--- config.mk ---
export PLATFORM = sky130hd
export DESIGN_NAME = mux_rr_arbiter_flat
export DESIGN_NICKNAME = d
export VERILOG_FILES = /design/src/rtl/mux_rr_arbiter_if.sv /design/src/rtl/mux_rr_arbiter.sv /design/src/flat_wrapper.sv
export SDC_FILE = /design/constraint.sdc
export NUM_CORES = 1
export LEC_CHECK = 0
export BUFFER_PORTS_ARGS = -buffer_cell sky130_fd_sc_hd__buf_4
export CORE_ASPECT_RATIO = 1.2
export CORE_MARGIN = 2
export CORE_UTILIZATION = 39
export DETAILED_ROUTE_END_ITERATION = 7
export GPL_TIMING_DRIVEN = 0
export HOLD_SLACK_MARGIN = 0.06
export PLACE_DENSITY = 0.8
export RECOVER_POWER = 100
export SKIP_LAST_GASP = 1
export SLEW_MARGIN = 20
export SYNTH_ARGS = -nofsm -noshare
export SYNTH_HDL_FRONTEND = slang
export SYNTH_SLANG_ARGS = --single-unit
--- constraint.sdc ---
create_clock -name Clk -period 2.85 [get_ports Clk]
set_input_delay 0.855 -clock Clk [delete_from_list [all_inputs] [get_ports Clk]]
set_output_delay 0.855 -clock Clk [all_outputs]
set_load 0.01 [all_outputs]
--- src/rtl/mux_rr_arbiter_if.sv ---
// Requester/consumer bundle for the round-robin shared-datapath arbiter.
// The arbiter takes the slave side; producers and the consumer take the master side.
interface mux_rr_arbiter_if #(
  parameter int unsigned DATAWIDTH = 32
);
  logic [3:0]           req;
  logic [DATAWIDTH-1:0] din0;
  logic [DATAWIDTH-1:0] din1;
  logic [DATAWIDTH-1:0] din2;
  logic [DATAWIDTH-1:0] din3;
  logic [3:0]           gnt;
  logic [DATAWIDTH-1:0] dout;
  logic                 dout_valid;
  logic [1:0]           dout_src;
  logic                 dout_ready;

  modport master (
    output req, din0, din1, din2, din3, dout_ready,
    input  gnt, dout, dout_valid, dout_src
  );

  modport slave (
    input  req, din0, din1, din2, din3, dout_ready,
    output gnt, dout, dout_valid, dout_src
  );
endinterface

--- src/rtl/mux_rr_arbiter.sv ---
// Four-way round-robin arbiter sharing one registered datapath word.
// Grants are combinational; the granted word is held in dout until accepted.
module mux_rr_arbiter #(
  parameter int unsigned DATAWIDTH = 32
) (
  input  logic           Clk,
  input  logic           Rst,
  mux_rr_arbiter_if.slave bus
);

  localparam int unsigned NREQ = 4;

  typedef enum logic {IDLE, HOLD} state_t;

  state_t               r_state;
  state_t               w_state_nxt;
  logic [1:0]           r_last_grant;
  logic [DATAWIDTH-1:0] r_dout;
  logic [1:0]           r_dout_src;
  logic                 r_dout_valid;

  logic                 w_accept;
  logic                 w_found;
  logic [1:0]           w_idx;
  logic [1:0]           w_win;
  logic [NREQ-1:0]      w_gnt;
  logic [DATAWIDTH-1:0] w_sel_din;

  // Next-state and grant: scan requesters starting just after the last winner
  always_comb begin
    w_state_nxt = r_state;
    w_accept    = 1'b0;
    w_found     = 1'b0;
    w_idx       = 2'd0;
    w_win       = 2'd0;
    w_gnt       = '0;

    w_accept = !Rst && ((r_state == IDLE) || bus.dout_ready);

    for (int k = 1; k <= NREQ; k++) begin
      w_idx = r_last_grant + 2'(k);
      if (!w_found && bus.req[w_idx]) begin
        w_found = 1'b1;
        w_win   = w_idx;
      end
    end

    if (w_accept) begin
      if (w_found) begin
        w_gnt       = NREQ'(1) << w_win;
        w_state_nxt = HOLD;
      end else begin
        w_state_nxt = IDLE;
      end
    end
  end

  always_comb begin
    w_sel_din = bus.din0;
    case (w_win)
      2'd0:    w_sel_din = bus.din0;
      2'd1:    w_sel_din = bus.din1;
      2'd2:    w_sel_din = bus.din2;
      default: w_sel_din = bus.din3;
    endcase
  end

  // State, last winner and output word; a reset discards any held word
  always_ff @(posedge Clk) begin
    if (Rst) begin
      r_state      <= IDLE;
      r_last_grant <= 2'd3;
      r_dout       <= '0;
      r_dout_src   <= 2'd0;
      r_dout_valid <= 1'b0;
    end else begin
      r_state      <= w_state_nxt;
      r_dout_valid <= (w_state_nxt == HOLD);
      if (|w_gnt) begin
        r_dout       <= w_sel_din;
        r_dout_src   <= w_win;
        r_last_grant <= w_win;
      end
    end
  end

  assign bus.gnt        = w_gnt;
  assign bus.dout       = r_dout;
  assign bus.dout_src   = r_dout_src;
  assign bus.dout_valid = r_dout_valid;

endmodule

--- src/flat_wrapper.sv ---
// flat-port wrapper written by rule: the top's interface ports become plain ports
module mux_rr_arbiter_flat 
#(
  parameter int unsigned DATAWIDTH = 32
)
  (Clk, Rst, bus_req, bus_din0, bus_din1, bus_din2, bus_din3, bus_dout_ready, bus_gnt, bus_dout, bus_dout_valid, bus_dout_src);
  mux_rr_arbiter_if #(.DATAWIDTH(DATAWIDTH)) bus_i ();
  input  logic Clk;
  input  logic Rst;
  input wire logic [$bits(bus_i.req)-1:0] bus_req;
  input wire logic [$bits(bus_i.din0)-1:0] bus_din0;
  input wire logic [$bits(bus_i.din1)-1:0] bus_din1;
  input wire logic [$bits(bus_i.din2)-1:0] bus_din2;
  input wire logic [$bits(bus_i.din3)-1:0] bus_din3;
  input wire logic [$bits(bus_i.dout_ready)-1:0] bus_dout_ready;
  output wire logic [$bits(bus_i.gnt)-1:0] bus_gnt;
  output wire logic [$bits(bus_i.dout)-1:0] bus_dout;
  output wire logic [$bits(bus_i.dout_valid)-1:0] bus_dout_valid;
  output wire logic [$bits(bus_i.dout_src)-1:0] bus_dout_src;
  assign bus_i.req = bus_req;
  assign bus_i.din0 = bus_din0;
  assign bus_i.din1 = bus_din1;
  assign bus_i.din2 = bus_din2;
  assign bus_i.din3 = bus_din3;
  assign bus_i.dout_ready = bus_dout_ready;
  assign bus_gnt = bus_i.gnt;
  assign bus_dout = bus_i.dout;
  assign bus_dout_valid = bus_i.dout_valid;
  assign bus_dout_src = bus_i.dout_src;
  mux_rr_arbiter #(.DATAWIDTH(DATAWIDTH)) u_core (.Clk(Clk), .Rst(Rst), .bus(bus_i));
endmodule
* Word-level counts from Yosys, hierarchy flattened
Cells that the tools add are included. Widths: inputs -> output; s select.
Cells by class: shifts and indexed selects 1, reduce and logical (&&, ||, !) cells 11, order comparisons 4, equal/unequal tests 2, bitwise logic cells 1, $add $sub $neg 3, muxes and demuxes 20
Operator list (count):
- $pmux 32 s3 | 1
- $lt 2x3->1 const B | 4
- $mux 1 | 9
- $bmux 1 s2 | 4
- $mux 2 | 4
- $mux 4 | 2
- $add 2x2->2 const B | 2
- $logic_and 1x1->1 | 4
- $logic_not 1->1 | 4
- $reduce_or 4->1 | 1
- $shl 1x2->4 const A | 1
- $add 2x1->2 const B | 1
- $eq 2x1->1 const B | 1
- $eq 2x2->1 const B | 1
- $logic_not 2->1 | 1
- $logic_or 1x1->1 | 1
- $not 1->1 | 1
Word-level totals: flip-flop bits (word level) 37, word-level logic and storage cells 46

* Depth between registers and ports, before layout
Gate-level depths: netlist of run 1.
depth in word-level cells 17, mapped depth 7

* Least setup slack after synthesis of run 1
OpenSTA, ideal clock, no wires.
path type input -> output, start input bus_req[0], end output bus_gnt[1], data required time 1.995 ns, data arrival time 1.892 ns, stages on the path 6, setup slack 0.103 ns, cell sequence nor2_1 > a21o_1 > nor2_1 > nand2_1 > clkbuf_1 > nor2_1
On the way: longest elaborated chain between the ends 15, elaborated cells on any way between the ends 25, those cells by class shift: 1; mux: 18; reduce/logical: 6
Ends and longest elaborated chain:
- from (decl) | RTL line flat_wrapper.sv:10 | input wire logic [$bits(bus_i.req)-1:0] bus_req;
- $bmux 1 s2 | RTL line mux_rr_arbiter.sv:42 | if (!w_found && bus.req[w_idx]) begin
- $mux 1 (not written as such) | RTL line mux_rr_arbiter.sv:42
- $mux 1 | RTL line mux_rr_arbiter.sv:42
- $logic_not 1->1 | RTL line mux_rr_arbiter.sv:42
- $logic_and 1x1->1 | RTL line mux_rr_arbiter.sv:42
- $mux 1 | RTL line mux_rr_arbiter.sv:42
- $logic_not 1->1 | RTL line mux_rr_arbiter.sv:42
- $logic_and 1x1->1 | RTL line mux_rr_arbiter.sv:42
- $mux 1 | RTL line mux_rr_arbiter.sv:42
- $logic_not 1->1 | RTL line mux_rr_arbiter.sv:42
- $logic_and 1x1->1 | RTL line mux_rr_arbiter.sv:42
- $mux 2 | RTL line mux_rr_arbiter.sv:42
- $shl 1x2->4 | RTL line mux_rr_arbiter.sv:50 | w_gnt = NREQ'(1) << w_win;
- $mux 4 (*) | RTL line mux_rr_arbiter.sv:49 | if (w_found) begin
- $mux 4 (*) | RTL line mux_rr_arbiter.sv:48 | if (w_accept) begin
- to (decl) | RTL line flat_wrapper.sv:16 | output wire logic [$bits(bus_i.gnt)-1:0] bus_gnt;
Mark *: on every way between the ends. The rest lies on a longest branch, timed or not. The select of a mux whose other input is x is not followed.

* Worst setup path after layout of run 1
start input bus_req[3], end output bus_gnt[0]
The elaborated chain is that of the path after synthesis.

==> results.cfg, run 1 <==
[worst_setup_path]
reg2reg_from = u_core.r_last_grant[1]
arrival_ns = 1.94
crit_path_max_fanout = 5
crit_top_cell = buf_4
critPathRequiredTime_ns = 2.00
crit_slowest_cell = and2b_4
cp-startpoint = bus_req[3]
worstSetupPathType = in2out
critPathCaptureType = output port
crit_chain = buf_4 > and2b_4 > o21ai_4 > o311ai_4 > nand2b_4 > buf_12 > nor2_2 > buf_4
start_kind = input port
cp_top_family = simple AND/OR/NAND/NOR gates
crit_buf_inv = 3
cpPeakStageDelay_ns = 0.18

[global_routing]
grt_usage = 0.232
grt.busiest_layer = met2
grt_max_degree = 17
met1_usage = 0.249
grt_pass1_wl_um = 11300
met3_usage = 0.0653
grt_util_met2 = 0.439
antenna_found_initial = 0
overflow = 0
grt_pass1_vias = 2455

[sta]
fmax_mhz = 357
finClkSkew_ns = 0.00787
rsz0062_at_grt = true
min_period_ns = 2.80
holdWs_ns = 0.463
tightestPinTransition_ns = 0.462
slew_headroom = 0.692
post-route-period-util = 0.982
setup_violations = 0
finalMaxSlewViolations = 0
hold_viol = 0
timing.setup.tns_ns = 0
finalWorstSetupSlack_ns = 0.0520

[drt]
drtPass1Iterations = 4
drt-initial-drc-count = 90
drt_wl_total_um = 7200
wl_per_cell_um = 15.4
vias = 2435
routed_via_density = 5.20
antenna_left = 0
drc_errors = 0

[layout]
final_area_sq_mm = 0.00364
areaGrowthSynthToFinish_pct = 70.3
fin_cells = 468
fin_util = 0.688
most-common-layout-cells = buf_4, mux2i_1, clkbuf_1, dfxtp_1
drive_above_1_share = 0.433
n_antenna_cell = 0
nets = 540
mostFrequentLayoutCell = buf_4
fillCellCount = 484

[place]
gp_congestion = 0.791
dp_hpwl_um = 5630
numPortBuffers = 173
post-place-cells = 455
dp_slack_ns = -0.447
dpl-instance-area_sq_mm = 0.00352

[yosys]
synth_edf_count = 0
synth-xor-area-share = 0
syn_inst = 220
synth-simple-area-share = 0.114
yosysWarnings = 0
synth_top_family_by_area = multiplexers
synthesis.nets = 355
syn_avg_cell_area_sq_um = 9.73
synth_compound_area_frac = 0.167
synth-seq-area-share = 0.346
ys_seq_elements = 37
syn_area_sq_mm = 0.00214
synthArstFlopShare = 0
synthMuxAreaShare = 0.299
ys.flop_type = dfxtp_1
synthAdderAreaFrac = 0
synthDistinctLibCells = 25

[worst_hold_path]
hold_path.class = reg2reg
min_from = u_core.bus.dout[22]

[floorplan]
dieArea_sq_mm = 0.00610
start_util = 0.404
boundaryPins = 174
core_area_sq_mm = 0.00530
num_rows = 29
die_x_um = 71.6
die_height_um = 85.2

[clock_tree]
clock_latency_ns = 0.29
htreeDepth = 2
cts-root-buf = clkbuf_8
hold_buffers = 0
path_clk_slew_ns = 0.07
clockBufferDepth = 2
cts_tree = yes
cts_sinks = 37
cts_made_buffers = 5

[power]
power.total_mw = 1.81
power.density_mw_per_mm2 = 498
total_leakage_power_nw = 1.77
ir_drop_mv = 0.371

[outcome]
status = completed

[flow_run]
drv_cap = 0
## path summary, 6_finish.rpt
check                              to  slack, ns  depth (start not counted)
hold / removal    u_core.bus.dout[22]       0.46                          2
setup reg to reg  u_core.bus.dout[24]       0.94                          7
setup / recovery           bus_gnt[0]       0.05                          8
hold reg to reg   u_core.bus.dout[22]       0.46                          2
## sequential cells by signal, summed over array words and instances (netlist names)
name	cells
u_core.bus.dout_src	2
u_core.r_state	1
u_core.r_last_grant	2
u_core.bus.dout	32
## report_power, final
part	switching, mW	leakage [nW]	internal, mW	total (mW)
Sequential	0.0376	0.307	0.591	0.629
Combinational	0.294	1.40	0.351	0.645
Clock	0.193	0.0681	0.348	0.541
Total	0.525	1.77	1.29	1.81
## metal layers
metal | up-vias | share of wire | wire length, um
met4 | 0 | 0.015 | 107
met5 | - | 0 | 0
met1 | 1121 | 0.37 | 2670
met3 | 12 | 0.073 | 523
li1 | 1198 | - | -
met2 | 104 | 0.54 | 3900
## worst register-to-register path, delay by kind of cell (launching register included)
kind	cells	cell delay (ns)
buffers and inverters	4	0.65
AO/OA/AOI/OAI	2	0.46
flip-flops	1	0.45
multiplexers	1	0.22
## Yosys cell counts, types with 3 or more instances
| cell | count | area (sq um) |
|---|---|---|
| clkbuf_1 | 6 | 22.5 |
| mux2i_1 | 64 | 641 |
| dfxtp_1 | 37 | 741 |
| buf_2 | 4 | 20.0 |
| a21oi_1 | 3 | 15.0 |
| buf_6 | 4 | 45.0 |
| nor2_1 | 14 | 52.6 |
| nor2b_1 | 4 | 25.0 |
| o221ai_1 | 32 | 280 |
| buf_12 | 3 | 60.1 |
| nand2_1 | 33 | 124 |
## cell type report
type | count | area (sq um) | area share
inverter | 1 | 3.75 | 0.00103
tap | 62 | 77.6 | 0.0213
sequential | 37 | 741 | 0.203
clock buffer | 5 | 68.8 | 0.0189
buffer | 15 | 154 | 0.0422
clock inverter | 3 | 65.1 | 0.0179
timing repair buffer | 181 | 1230 | 0.337
multi-input combinational | 164 | 1310 | 0.359
## cells by family (layout without fill, tap and decap cells)
kind of cell / count (synthesis) / after routing
flip-flops: 37 / 37
AND/OR/NAND/NOR: 57 / 57
buffers and inverters: 19 / 205
multiplexers: 64 / 64
AO/OA/AOI/OAI: 43 / 43
## repair_timing
item                       CTS  global route
setup endpoints to repair    4             4
resized for setup           14             4
pin swaps                    2             2
setup buffers                5             3
No activity file was read; power rests on OpenSTA's default activity.
==> run 2: changes to the inputs <==
--- a/config.mk
+++ b/config.mk
@@ -8,14 +8,14 @@
 export BUFFER_PORTS_ARGS = -buffer_cell sky130_fd_sc_hd__buf_4
 export CORE_ASPECT_RATIO = 1.2
 export CORE_MARGIN = 2
-export CORE_UTILIZATION = 39
+export CORE_UTILIZATION = 40
+export CTS_BUF_LIST = sky130_fd_sc_hd__clkbuf_8
 export DETAILED_ROUTE_END_ITERATION = 7
 export GPL_TIMING_DRIVEN = 0
 export HOLD_SLACK_MARGIN = 0.06
-export PLACE_DENSITY = 0.8
+export PLACE_DENSITY = 0.82
 export RECOVER_POWER = 100
 export SKIP_LAST_GASP = 1
-export SLEW_MARGIN = 20
 export SYNTH_ARGS = -nofsm -noshare
 export SYNTH_HDL_FRONTEND = slang
 export SYNTH_SLANG_ARGS = --single-unit
==> results.cfg, run 2 (synthesis gave the netlist of run 1 again) <==
[power]
total_leakage_power_nw = 1.75
ir_drop_mv = 0.274
power.density_mw_per_mm2 = 453

[clock_tree]
hold_buffers = 0
cts_tree = yes
clockBufferDepth = 2
cts-root-buf = clkbuf_8
cts_sinks = 37
path_clk_slew_ns = 0.07
cts_made_buffers = 5
htreeDepth = 2
clock_latency_ns = 0.28

[layout]
largest_reg_flops = 32
mostFrequentLayoutCell = buf_4
most-common-layout-cells = buf_4, mux2i_1, clkbuf_1, dfxtp_1
seq_area_sq_um = 741
drive_above_1_share = 0.427
final_area_sq_mm = 0.00359
n_antenna_cell = 0
fillCellCount = 480
multiInputGateArea_sq_mm = 0.00131
fin_cells = 467
nets = 540
fin_util = 0.688
areaGrowthSynthToFinish_pct = 67.9

[floorplan]
dieArea_sq_mm = 0.00596
core_area_sq_mm = 0.00523
start_util = 0.410
die_x_um = 70.8
num_rows = 29
die_height_um = 84.1
boundaryPins = 174

[worst_setup_path]
start_kind = input port
r2r_slack_ns = 0.94
crit_buf_inv = 3
worstSetupPathType = in2out
crit_top_cell = buf_4
arrival_ns = 1.94
crit_slowest_cell = and2b_4
cp_top_family = simple AND/OR/NAND/NOR gates
critPathCaptureType = output port
critPathRequiredTime_ns = 2.00
crit_chain = buf_4 > and2b_4 > o21ai_4 > o311ai_4 > nand2b_4 > buf_8 > nor2_1 > buf_4
cpPeakStageDelay_ns = 0.17
crit_path_max_fanout = 12

[sta]
finClkSkew_ns = 0.00135
fmax_mhz = 357
tightestPinTransition_ns = 0.479
timing.setup.tns_ns = 0
holdWs_ns = 0.466
post-route-period-util = 0.982
setup_violations = 0
min_period_ns = 2.80
slew_headroom = 0.681
finalMaxSlewViolations = 0
hold_viol = 0
rsz0062_at_grt = true

[drt]
drt_wl_total_um = 7200
drt-initial-drc-count = 127
antenna_left = 0
wl_met1_um = 2710
vias = 2465
wl_per_cell_um = 15.4
highest_layer = met4
met3_length_um = 485
drc_errors = 0
routed_via_density = 5.28
drtPass1Iterations = 4
route.met2.wl_um = 3880

[place]
dp_hpwl_um = 5600
numPortBuffers = 173
dpl-instance-area_sq_mm = 0.00352
gp_congestion = 0.741
post-place-cells = 455

[outcome]
status = completed

[global_routing]
grt_usage = 0.237
grt_pass1_wl_um = 11600
antenna_found_initial = 0
grt_pass1_vias = 2485
overflow = 0
grt_max_degree = 17

[worst_hold_path]
hold_path.class = reg2reg

[flow_run]
drv_cap = 0
-- run 2: cell count changes in the layout (fill, tap and decap cells not counted) --
cell / delta
nor2_2: -3
bufinv_16: -2
nor2_1: +2
buf_12: -1
buf_8: +1
clkbuf_8: +1
clkinv_2: -1
inv_1: +1
nor2_4: +1
or3b_1: -1
or3b_4: +1
-- run 2: where the power goes --
group,switching (mW),internal [mW]
combinational,0.289,0.348
clock,0.170,0.188
sequential,0.0396,0.592
total,0.499,1.13
-- run 2: worst register-to-register path, cell delays in order, from the launching register on --
cell and delay (ns):
dfxtp_1 0.43, inv_1 0.12, o311ai_1 0.33, buf_6 0.16, buf_4 0.20, buf_12 0.17
mux2i_1 0.23, o221ai_1 0.14
-- run 2: path summary, 6_finish.rpt --
kind	start	cells after the start	to
worst max-delay path	bus_req[3]	8	bus_gnt[0]
worst min-delay path	u_core.bus.dout[25]	2	u_core.bus.dout[25]
worst max register to register	u_core.r_last_grant[1]	7	u_core.bus.dout[8]
worst min register to register	u_core.bus.dout[25]	2	u_core.bus.dout[25]
-- run 2: per-layer routing --
layer | up-vias | GRT usage
li1 | 1198 | -
met1 | 1152 | 0.275
met2 | 102 | 0.436
met3 | 13 | 0.0528
met4 | 0 | 0.0617
met5 | - | 0
-- run 2: cell type report --
class,count,area share
Sequential cell,37,0.206
Inverter,1,0.00104
Multi-Input combinational cell,164,0.364
Clock inverter,1,0.00104
Clock buffer,6,0.0230
Timing Repair Buffer,181,0.341
Buffer,15,0.0414
Tap cell,62,0.0216
-- run 2: per-stage QoR --
stage,worst slack (ns),power (mW)
2_1_floorplan,0.103,0.979
4_1_cts,0.0112,1.67
5_1_grt,0.00589,1.71
3_5_place_dp,-0.490,1.30
6_report,0.0504,1.63
3_3_place_gp,-0.440,1.29
-- run 2: repair_timing --
item,in CTS,in global routing
pin swaps,2,1
gates resized for setup,8,9
endpoints found under the setup margin,4,4
buffers inserted,3,5
